[src/rtl/sw_input_periph_pkg.sv]
//============================================================================
// Module : sw_input_periph_pkg
// Brief  : Register map and control-bit constants for the switch input
//          peripheral, plus a helper that packs the CTRL read word.
//          Optional feature macro: SW_INPUT_CHG_CNT_EN.
// Rev    : 1.0 - initial release
//============================================================================
`default_nettype none

package sw_input_periph_pkg;

  // Register word addresses
  localparam logic [1:0] SW_REG_VALUE = 2'd0;
  localparam logic [1:0] SW_REG_CTRL  = 2'd1;
  localparam logic [1:0] SW_REG_RAW   = 2'd2;
  localparam logic [1:0] SW_REG_CNT   = 2'd3;

  // CTRL register bit positions
  localparam int SW_CTRL_CHG = 0;
  localparam int SW_CTRL_IE  = 1;

  // Pack {ie, chg} into a zero-extended 32-bit read word
  function automatic logic [31:0] ctrl_word(input logic ie, input logic chg);
    logic [31:0] w;
    w              = '0;
    w[SW_CTRL_IE]  = ie;
    w[SW_CTRL_CHG] = chg;
    return w;
  endfunction

endpackage

`default_nettype wire

[src/rtl/sw_input_periph_debounce.sv]
//============================================================================
// Module : sw_debounce
// Brief  : Two-flop synchroniser, persistence counter and stable register.
//          accept_o is high in the cycle whose closing edge loads stable.
//          Optional feature macro: SW_INPUT_CHG_CNT_EN (not used here).
// Rev    : 1.0 - initial release
//============================================================================
`default_nettype none

module sw_debounce #(
  parameter int SW_W       = 10,
  parameter int DEB_CYCLES = 16
) (
  input  logic            clk_i,
  input  logic            reset,
  input  logic [SW_W-1:0] sw_i,
  output logic [SW_W-1:0] sync_o,
  output logic [SW_W-1:0] stable_o,
  output logic            accept_o
);

  localparam int CNT_W = $clog2(DEB_CYCLES);
  localparam logic [CNT_W-1:0] C_CNT_LAST = CNT_W'(DEB_CYCLES - 1);

  logic [SW_W-1:0]  r_sync1;
  logic [SW_W-1:0]  r_sync2;
  logic [SW_W-1:0]  r_stable;
  logic [CNT_W-1:0] r_cnt;
  logic             w_differs;

  assign w_differs = (r_sync2 != r_stable);
  // The counter does not restart when the pending value changes mid-count;
  // whatever sync2 holds at the acceptance edge is what gets loaded.
  assign accept_o  = w_differs && (r_cnt == C_CNT_LAST);
  assign sync_o    = r_sync2;
  assign stable_o  = r_stable;

  // Synchronise the raw switches and qualify any difference for DEB_CYCLES edges
  always_ff @(posedge clk_i or posedge reset) begin
    if (reset) begin
      r_sync1  <= '0;
      r_sync2  <= '0;
      r_stable <= '0;
      r_cnt    <= '0;
    end else begin
      r_sync1 <= sw_i;
      r_sync2 <= r_sync1;
      if (accept_o) begin
        r_stable <= r_sync2;
        r_cnt    <= '0;
      end else if (w_differs) begin
        r_cnt <= r_cnt + CNT_W'(1);
      end else begin
        r_cnt <= '0;
      end
    end
  end

endmodule

`default_nettype wire

[src/rtl/sw_input_periph.sv]
//============================================================================
// Module : sw_input_periph
// Brief  : Memory-mapped switch input peripheral. Debounced switch value,
//          sticky change flag with W1C / read-clear, level interrupt and a
//          1-cycle-latency register read port.
//          Optional feature macro: SW_INPUT_CHG_CNT_EN (16-bit saturating
//          change counter at register 3, clear-on-read).
// Rev    : 1.0 - initial release
//============================================================================
`default_nettype none

module sw_input_periph
  import sw_input_periph_pkg::*;
#(
  parameter int SW_W       = 10,
  parameter int DEB_CYCLES = 16
) (
  input  logic            clk_i,
  input  logic            reset,
  input  logic [SW_W-1:0] SW_i,
  input  logic            rd_en_i,
  input  logic            we_i,
  input  logic [1:0]      addr_i,
  input  logic [31:0]     wd_i,
  output logic [31:0]     rd_data_o,
  output logic            irq_o,
  output logic [SW_W-1:0] stable_o
);

  logic [SW_W-1:0] w_sync2;
  logic            w_accept;
  logic            r_chg;
  logic            r_ie;
  logic [31:0]     w_rd_mux;
  logic [15:0]     w_cnt_val;
  logic            w_rd_value;
  logic            w_wr_ctrl;
  logic            w_unused_ok;

  sw_debounce #(
    .SW_W       (SW_W),
    .DEB_CYCLES (DEB_CYCLES)
  ) u_debounce (
    .clk_i    (clk_i),
    .reset    (reset),
    .sw_i     (SW_i),
    .sync_o   (w_sync2),
    .stable_o (stable_o),
    .accept_o (w_accept)
  );

  assign w_rd_value  = rd_en_i && (addr_i == SW_REG_VALUE);
  assign w_wr_ctrl   = we_i && (addr_i == SW_REG_CTRL);
  assign w_unused_ok = &{1'b0, wd_i[31:2]};

  // Sticky change flag and interrupt enable; a new acceptance beats any clear
  always_ff @(posedge clk_i or posedge reset) begin
    if (reset) begin
      r_chg <= 1'b0;
      r_ie  <= 1'b0;
    end else begin
      if (w_wr_ctrl) begin
        r_ie <= wd_i[SW_CTRL_IE];
      end
      if (w_accept) begin
        r_chg <= 1'b1;
      end else if (w_rd_value || (w_wr_ctrl && wd_i[SW_CTRL_CHG])) begin
        r_chg <= 1'b0;
      end
    end
  end

`ifdef SW_INPUT_CHG_CNT_EN
  logic [15:0] r_chg_cnt;
  logic        w_rd_cnt;

  assign w_rd_cnt  = rd_en_i && (addr_i == SW_REG_CNT);
  assign w_cnt_val = r_chg_cnt;

  // Saturating acceptance counter; read clears, a same-cycle increment yields 1
  always_ff @(posedge clk_i or posedge reset) begin
    if (reset) begin
      r_chg_cnt <= '0;
    end else if (w_accept && w_rd_cnt) begin
      r_chg_cnt <= 16'd1;
    end else if (w_accept) begin
      if (r_chg_cnt != 16'hFFFF) begin
        r_chg_cnt <= r_chg_cnt + 16'd1;
      end
    end else if (w_rd_cnt) begin
      r_chg_cnt <= '0;
    end
  end
`else
  assign w_cnt_val = 16'd0;
`endif

  // Read mux over pre-edge register values, zero-extended
  always_comb begin
    w_rd_mux = '0;
    case (addr_i)
      SW_REG_VALUE: w_rd_mux = 32'(stable_o);
      SW_REG_CTRL:  w_rd_mux = ctrl_word(r_ie, r_chg);
      SW_REG_RAW:   w_rd_mux = 32'(w_sync2);
      SW_REG_CNT:   w_rd_mux = 32'(w_cnt_val);
      default:      w_rd_mux = '0;
    endcase
  end

  // Registered read data held until the next read; registered interrupt level
  always_ff @(posedge clk_i or posedge reset) begin
    if (reset) begin
      rd_data_o <= '0;
      irq_o     <= 1'b0;
    end else begin
      if (rd_en_i) begin
        rd_data_o <= w_rd_mux;
      end
      irq_o <= r_chg & r_ie;
    end
  end

endmodule

`default_nettype wire
[config.mk]
export PLATFORM = sky130hd
export DESIGN_NAME = sw_input_periph
export DESIGN_NICKNAME = d
export VERILOG_FILES = /design/src/rtl/sw_input_periph_pkg.sv /design/src/rtl/sw_input_periph_debounce.sv /design/src/rtl/sw_input_periph.sv
export SDC_FILE = /design/constraint.sdc
export NUM_CORES = 1
export LEC_CHECK = 0
export CAP_MARGIN = 10
export CORE_ASPECT_RATIO = 1.1
export CORE_UTILIZATION = 44
export CTS_BUF_LIST = sky130_fd_sc_hd__clkbuf_8 sky130_fd_sc_hd__clkbuf_16
export DETAILED_ROUTE_END_ITERATION = 8
export PLACE_DENSITY = 0.93
export SLEW_MARGIN = 20
export SYNTH_ARGS = -nofsm -noshare
export SYNTH_HDL_FRONTEND = slang
export SYNTH_SLANG_ARGS = --single-unit
[constraint.sdc]
create_clock -name clk_i -period 2.7 [get_ports clk_i]
set_clock_uncertainty 0.05 [all_clocks]
set_input_delay 0.675 -clock clk_i [delete_from_list [all_inputs] [get_ports clk_i]]
set_output_delay 0.675 -clock clk_i [all_outputs]
set_load 0.02 [all_outputs]
Word level (Yosys, flattened, before mapping)
Index checks and enable logic that the tools add are counted.
{ "totals": {"register_bits": 69, "word_cells": 27, "in_bits": 48, "n_memories": 0, "latch_bits": 0, "out_inout_bits": 43, "mem_bits_ro": 0, "mem_bits_rw": 0} }
{ "op_classes": {"multipliers": 0, "bitwise_logic": 1, "mux": 5, "add_sub_neg": 1, "reduce_logical": 7, "n_shift": 0, "n_div": 0, "n_lt_le_gt_ge": 0, "n_eq_ne": 5} }
{ "ops": {"columns": ["op", "count"], "rows": [
  ["one-hot mux 32 bit (4 select lines)", 1],
  ["inequality test 10 bit", 1],
  ["two-way mux 4 bit", 2],
  ["adder 4 x 1 -> 4 bit (second input constant)", 1],
  ["== test 2 bit (second input constant)", 2],
  ["== test 4 bit (second input constant)", 1],
  ["logical AND 1 bit", 4],
  ["== test 2 x 1 -> 1 bit (second input constant)", 1],
  ["logical NOT 2 bit", 1],
  ["two-way mux 1 bit", 2],
  ["nonzero test 2 bit", 1],
  ["bitwise AND 1 bit", 1],
  ["logical OR 1 bit", 1]
]} }

Longest topological paths before layout
Gate-level depths: netlist (run 1).
{ "depth": {"depth_word": 6, "depth_mapped": 4, "mapped_depth_nobuf": 4} }

Hierarchy
Synthesis (run 1) repeated with hierarchy kept, for this count alone.
{ "hier_totals": {"cells_unflattened": 152, "hier_area_um2": 2003.2} }
{ "by_module_without_submodules": {"columns": ["mod", "seq_area_each_um2", "n_inst", "area_per_inst_um2", "cells_each"], "rows": [
  ["sw_debounce", 850.8, 1, 1178.6, 71],
  ["sw_input_periph", 325.3, 1, 824.5, 81]
]} }

Least setup slack after synthesis (run 1)
OpenSTA, ideal clock, no wires.
{ "synth_timing": {"path_type": "register to register", "start": "register u_debounce.r_stable[9], in the netlist u_debounce.stable_o[9]", "end": "register u_debounce.r_stable[1], in the netlist u_debounce.stable_o[1]", "setup_time_ps": 128, "required_ps": 2522, "arrival_time_ps": 1436, "n_path_buf": 0, "stages_incl_launch_ff": 5, "period_less_slack_ps": 1614, "slack_ps": 1086, "cell_sequence": "dfrtp_1 -> xor2_1 -> nor4_2 -> a31oi_2 -> mux2_1"} }
{ "synth_between": {"elab_chain_len": 2} }
{ "synth_lines": {"columns": ["element", "line_no", "text"], "rows": [
  ["start, declared", "sw_input_periph_debounce.sv:27", "logic [SW_W-1:0] r_stable;"],
  ["start signal, assigned", "sw_input_periph_debounce.sv:49", "r_stable <= r_sync2;"],
  ["inequality test 10 bit", "sw_input_periph_debounce.sv:31", "assign w_differs = (r_sync2 != r_stable);"],
  ["logical AND 1 bit", "sw_input_periph_debounce.sv:34", "assign accept_o = w_differs && (r_cnt == C_CNT_LAST);"]
]} }
No other way between the ends.
A chain may end at the register's enable or synchronous reset.

Worst setup path after layout (run 1)
{ "layout_timing": {"start": "register u_debounce.r_stable[9], in the netlist u_debounce.stable_o[9]", "end": "output port stable_o[9]"} }
{ "layout_lines": {"columns": ["element", "line_no", "text"], "rows": [
  ["end, declared", "sw_input_periph.sv:27", "output logic [SW_W-1:0] stable_o"]
]} }
No word-level cell between the ends.

==> impl_metrics.tcl, run 1 <==
set metrics [dict create \
    wl_per_cell_um 14.2 \
    final_cell_mix "dfrtp_1, clkdlybuf4s50_1, conb_1" \
    drv_cap 0 \
    final_common_cell "dfrtp_1" \
    finalInstanceArea_sq_um 2440 \
    ant_nets 0 \
    pre_cts_ws_ns 0.618 \
    num_vias 1207 \
    syn_to_final_growth_pct 24.4 \
    synth_seq_cells 47 \
    hpwl_mm 2.54 \
    dp.cells 246 \
    cts_tree "built" \
    grt_setup_unrepaired "no" \
    die_area_sq_um 4730 \
    critPathKind "flop to output pin" \
    final_util 0.570 \
    cpLargestDelayFamily "buffers and inverters" \
    wl_mm 3.60 \
    fin_nets 248 \
    setup_viol 0 \
    clockBufferDepth 2 \
    synth_cell_types 28 \
    gr-total-overflow 0 \
    layout.cells.non_filler 254 \
    setup_tns_ns 0 \
    syn-instance-count 154 \
    viasPerCell 4.75 \
    synth-edff-count 0 \
    first_pass_iters 6 \
    gp_congestion 0.749 \
    top_usage_layer "met2" \
    root_buffer "clkbuf_8" \
    grt_util_met3 0.0503 \
    final.period_utilization 0.775 \
    synthArstFlopShare 1.00 \
    path_max_fanout 4 \
    grtUsageTotal 0.167 \
    drtIter0Drc 48 \
    timing.fmax_ghz 0.478 \
    crit_arrival_ns 1.37 \
    path_buf_inv 1 \
    cts_resized 0 \
    ioPinCount 91 \
    io_buffers 38 \
    syn_avg_cell_area_sq_um 12.7 \
    yosysSeqAreaShare 0.599 \
    outcome "finished, violations left" \
    synth_ff_type "dfrtp_1" \
    met1_usage 0.191 \
    grt_pass1_wl_mm 5.71 \
    syn_area_sq_um 1960 \
    crit_chain "clkdlybuf4s50_1" \
    cts_setup_buffers 0 \
    grt_max_degree 22 \
    fin_ws_ns 0.607 \
    drc_errors 2 \
    vdd_drop_max_mv 0.421 \
    clk_pin_slew_worst_paths_ns 0.08 \
    antenna_found_initial 0 \
    drive_above_1_share 0.125 \
    use_met2 0.283 \
    die_h_um 72.1 \
    cts_num_sinks 47 \
    worst_setup_path_end_kind "output pin" \
    die_w_um 65.7 \
    fin_crit_ns 2.09 \
    min_path_type "flop to flop" \
    power_density_nw_per_um2 898 \
    start_util 0.458 \
    num_antenna_cells 0 \
    required_ns 1.98 \
    grt_pass1_vias 1194 \
    cp-start-kind "flop" \
    coreArea_sq_um 4290 \
    yosys_warnings 0 \
    critPathMaxStageDelay_ns 0.64 \
    slowest_stage "clkdlybuf4s50_1" \
    place_area_sq_um 2340 \
    cts_hold_buf 0 \
    violations "DRC" \
    row_count 25 \
    clock_latency_ns 0.30 \
    h-tree-depth 2 \
    hold_viol 0 \
    final-max-slew-violation-count 0 \
    numCtsBuffers 5 \
    p_leak_nw 1.12 \
]
## state kept, by name (all words and copies together), names as in the netlist
name and flops:
u_debounce.stable_o 10, irq_o 1, u_debounce.sync_o 10, u_debounce.r_sync1 10, r_ie 1, rd_data_o 10, u_debounce.r_cnt 4, r_chg 1
## metrics by stage
stage / hold slack, ns / total power [mW]
after floorplan: 0.281 / 1.44
after global placement: 0.282 / 1.71
after detailed placement: 0.286 / 1.75
after CTS: 0.302 / 2.21
after global routing: 0.312 / 2.31
final: 0.301 / 2.19
## area by class of cell
type | count | area, sq um
Fill cell | 347 | 1840
Sequential cell | 47 | 1180
Multi-Input combinational cell | 92 | 647
Timing Repair Buffer | 42 | 410
Clock buffer | 7 | 96.3
Tap cell | 54 | 67.6
Inverter | 11 | 41.3
Clock inverter | 1 | 3.75
## path summary, 6_finish.rpt
path                                                    startpoint                                 end  slack [ns]  cells past startpoint
worst max-delay path            u_debounce.stable_o[9]$_DFFE_PP0P_                         stable_o[9]        0.61                      1
worst min-delay path               u_debounce.r_sync1[2]$_DFF_PP0_      u_debounce.sync_o[2]$_DFF_PP0_        0.30                      0
worst max register to register  u_debounce.stable_o[9]$_DFFE_PP0P_  u_debounce.stable_o[7]$_DFFE_PP0P_        0.89                      4
worst min register to register     u_debounce.r_sync1[2]$_DFF_PP0_      u_debounce.sync_o[2]$_DFF_PP0_        0.30                      0
max in group asynchronous                                    reset            rd_data_o[2]$_DFFE_PP0P_        1.41                      3
min in group asynchronous                                    reset      u_debounce.sync_o[7]$_DFF_PP0_        0.64                      2
## cell usage after synthesis, types with 2 or more instances
cell      number  area (sq um)
dfrtp_1       47          1180
xor2_1        10          87.6
mux2_1         3          33.8
mux2_2         8          90.1
mux2i_1       10           100
inv_1         11          41.3
nor2_1         7          26.3
o22ai_1        9          56.3
buf_4         22           165
clkbuf_1       2          7.51
nor4_2         2          25.0
a21oi_1        7          35.0
## where the power goes
| part | total, mW | switching [mW] | internal, mW | leakage, nW |
|---|---|---|---|---|
| clock | 0.456 | 0.226 | 0.230 | 0.0557 |
| sequential | 1.02 | 0.161 | 0.858 | 0.570 |
| combinational | 0.721 | 0.359 | 0.361 | 0.494 |
| total | 2.19 | 0.746 | 1.45 | 1.12 |
## metal layers
layer | share of wire | up-vias
met2 | 0.54 | 39
met3 | 0.047 | 6
met4 | 0.020 | 0
met5 | 0 | -
met1 | 0.40 | 603
li1 | - | 559
## kinds of logic (layout without fill, tap and decap cells)
| group | after synthesis | after routing | synth area share |
|---|---|---|---|
| AOI/OAI and AO/OA | 19 | 19 | 0.0599 |
| buffers and inverters | 36 | 61 | 0.112 |
| muxes | 21 | 21 | 0.114 |
| and+or+nand+nor | 18 | 18 | 0.0580 |
| xor gates and xnor gates | 11 | 11 | 0.0491 |
| other | 1 | 22 | 0.00191 |
| DFF | 47 | 47 | 0.599 |
| adders and majority gates | 1 | 1 | 0.00637 |
Note: power is estimated with default switching activity, not from simulation.
==> run 2: changes to the inputs <==
Settings changed: CORE_UTILIZATION 44 to 37, PLACE_DENSITY 0.93 to 0.84.
Clock period 2.7 ns to 1.9 ns, I/O delays scaled along.
==> impl_metrics.tcl, run 2 (synthesized netlist as in run 1, its figures left out) <==
set metrics [dict create \
    num_antenna_cells 0 \
    fin_nets 250 \
    multi_input_area_sq_um 647 \
    num_vias 1193 \
    worst_setup_path_end_kind "output pin" \
    switching_share 0.332 \
    path_max_fanout 4 \
    root_buffer "clkbuf_8" \
    grt_max_degree 48 \
    final_common_cell "dfrtp_1" \
    grt_pass1_vias 1233 \
    hpwl_mm 2.32 \
    grtUsageTotal 0.133 \
    cts_hold_buf 0 \
    cts_setup_buffers 0 \
    drtIter0Drc 78 \
    ant_nets 0 \
    clockBufferDepth 2 \
    hold_viol 0 \
    cts_resized 0 \
    p_comb_frac 0.326 \
    p_seq_frac 0.462 \
    final.period_utilization 0.976 \
    gr-total-overflow 0 \
    p_leak_nw 1.22 \
    cpLargestDelayFamily "buffers and inverters" \
    met1_usage 0.150 \
    use_met2 0.223 \
    power_density_nw_per_um2 1220 \
    power.share.clock 0.213 \
    cts_num_sinks 47 \
    grt_util_met3 0.0385 \
    min_path_type "flop to flop" \
    clk_pin_slew_worst_paths_ns 0.09 \
    drive_above_1_share 0.139 \
    net-switching-power_mw 1.02 \
    h-tree-depth 2 \
    place_area_sq_um 2390 \
    timing.fmax_ghz 0.539 \
    fin_ws_ns 0.0458 \
    final-max-slew-violation-count 0 \
    drv_cap 0 \
    wl_per_cell_um 12.4 \
    slowest_stage "clkdlybuf4s50_1" \
    antenna_found_initial 0 \
    required_ns 1.37 \
    cp-start-kind "flop" \
    finalInstanceArea_sq_um 2510 \
    vdd_drop_max_mv 0.433 \
    top_usage_layer "met2" \
    gp_congestion 0.737 \
    critPathKind "flop to output pin" \
    die_w_um 71.5 \
    setup_tns_ns 0 \
    row_count 27 \
    outcome "complete, no violations" \
    numCtsBuffers 5 \
    die_area_sq_um 5600 \
    pre_cts_ws_ns 0.0872 \
    grt_pass1_wl_mm 5.53 \
    setup_viol 0 \
    crit_chain "clkdlybuf4s50_1" \
    drc_errors 0 \
    path_buf_inv 1 \
    syn_to_final_growth_pct 28.0 \
    ff_latch_area_sq_um 1180 \
    ioPinCount 91 \
    final_cell_mix "dfrtp_1, clkdlybuf4s50_1, conb_1" \
    grt_setup_unrepaired "no" \
    wl_mm 3.22 \
    first_pass_iters 4 \
    fin_crit_ns 1.85 \
    coreArea_sq_um 5070 \
    viasPerCell 4.59 \
    die_h_um 78.4 \
    clock_latency_ns 0.30 \
    cts_tree "built" \
    critPathMaxStageDelay_ns 0.62 \
    fillCellCount 444 \
    internal_power_mw 2.05 \
    crit_arrival_ns 1.33 \
    start_util 0.387 \
    io_buffers 38 \
]
==> run 2: layout make-up <==
type / instances / share of cell area
inverters: 11 / 0.0164
clock inverters: 1 / 0.00299
multi-input cells: 92 / 0.257
clock buffers: 7 / 0.0383
repair buffers: 44 / 0.188
flip-flops and latches: 47 / 0.468
well taps: 58 / 0.0289
==> run 2: per-layer routing <==
layer,up-vias,wire (um)
met3,6,215
li1,570,-
met5,-,0
met1,582,1330
met2,35,1600
met4,0,71
==> run 2: stage by stage <==
step	total power, mW	utilization	hold slack [ns]	std cells
after floorplan	2.04	-	0.281	175
after global placement	2.45	0.471	0.282	252
after detailed placement	2.48	0.471	0.285	252
after CTS	3.13	0.492	0.297	260
after global routing	3.26	0.496	0.309	260
final	3.07	0.496	0.292	260
==> run 2: path summary, 6_finish.rpt <==
check,from,end,slack [ns],depth (start not counted)
min,u_debounce.r_sync1[5]$_DFF_PP0_,u_debounce.sync_o[5]$_DFF_PP0_,0.29,0
max,u_debounce.stable_o[4]$_DFFE_PP0P_,stable_o[4],0.05,1
max in group asynchronous,reset,u_debounce.r_sync1[5]$_DFF_PP0_,1.12,3
min reg2reg,u_debounce.r_sync1[5]$_DFF_PP0_,u_debounce.sync_o[5]$_DFF_PP0_,0.29,0
min in group asynchronous,reset,rd_data_o[4]$_DFFE_PP0P_,0.45,3
max reg2reg,u_debounce.stable_o[8]$_DFFE_PP0P_,u_debounce.stable_o[1]$_DFFE_PP0P_,0.22,4
==> run 2: power groups by stage <==
stage | logic (mW) | clock network, mW | registers, mW
floorplan | 0.444 | 0 | 1.60
finish | 1.00 | 0.654 | 1.42
global placement | 1.01 | 0 | 1.43
detailed placement | 1.03 | 0 | 1.45
CTS | 1.04 | 0.670 | 1.43
global route | 1.09 | 0.710 | 1.46
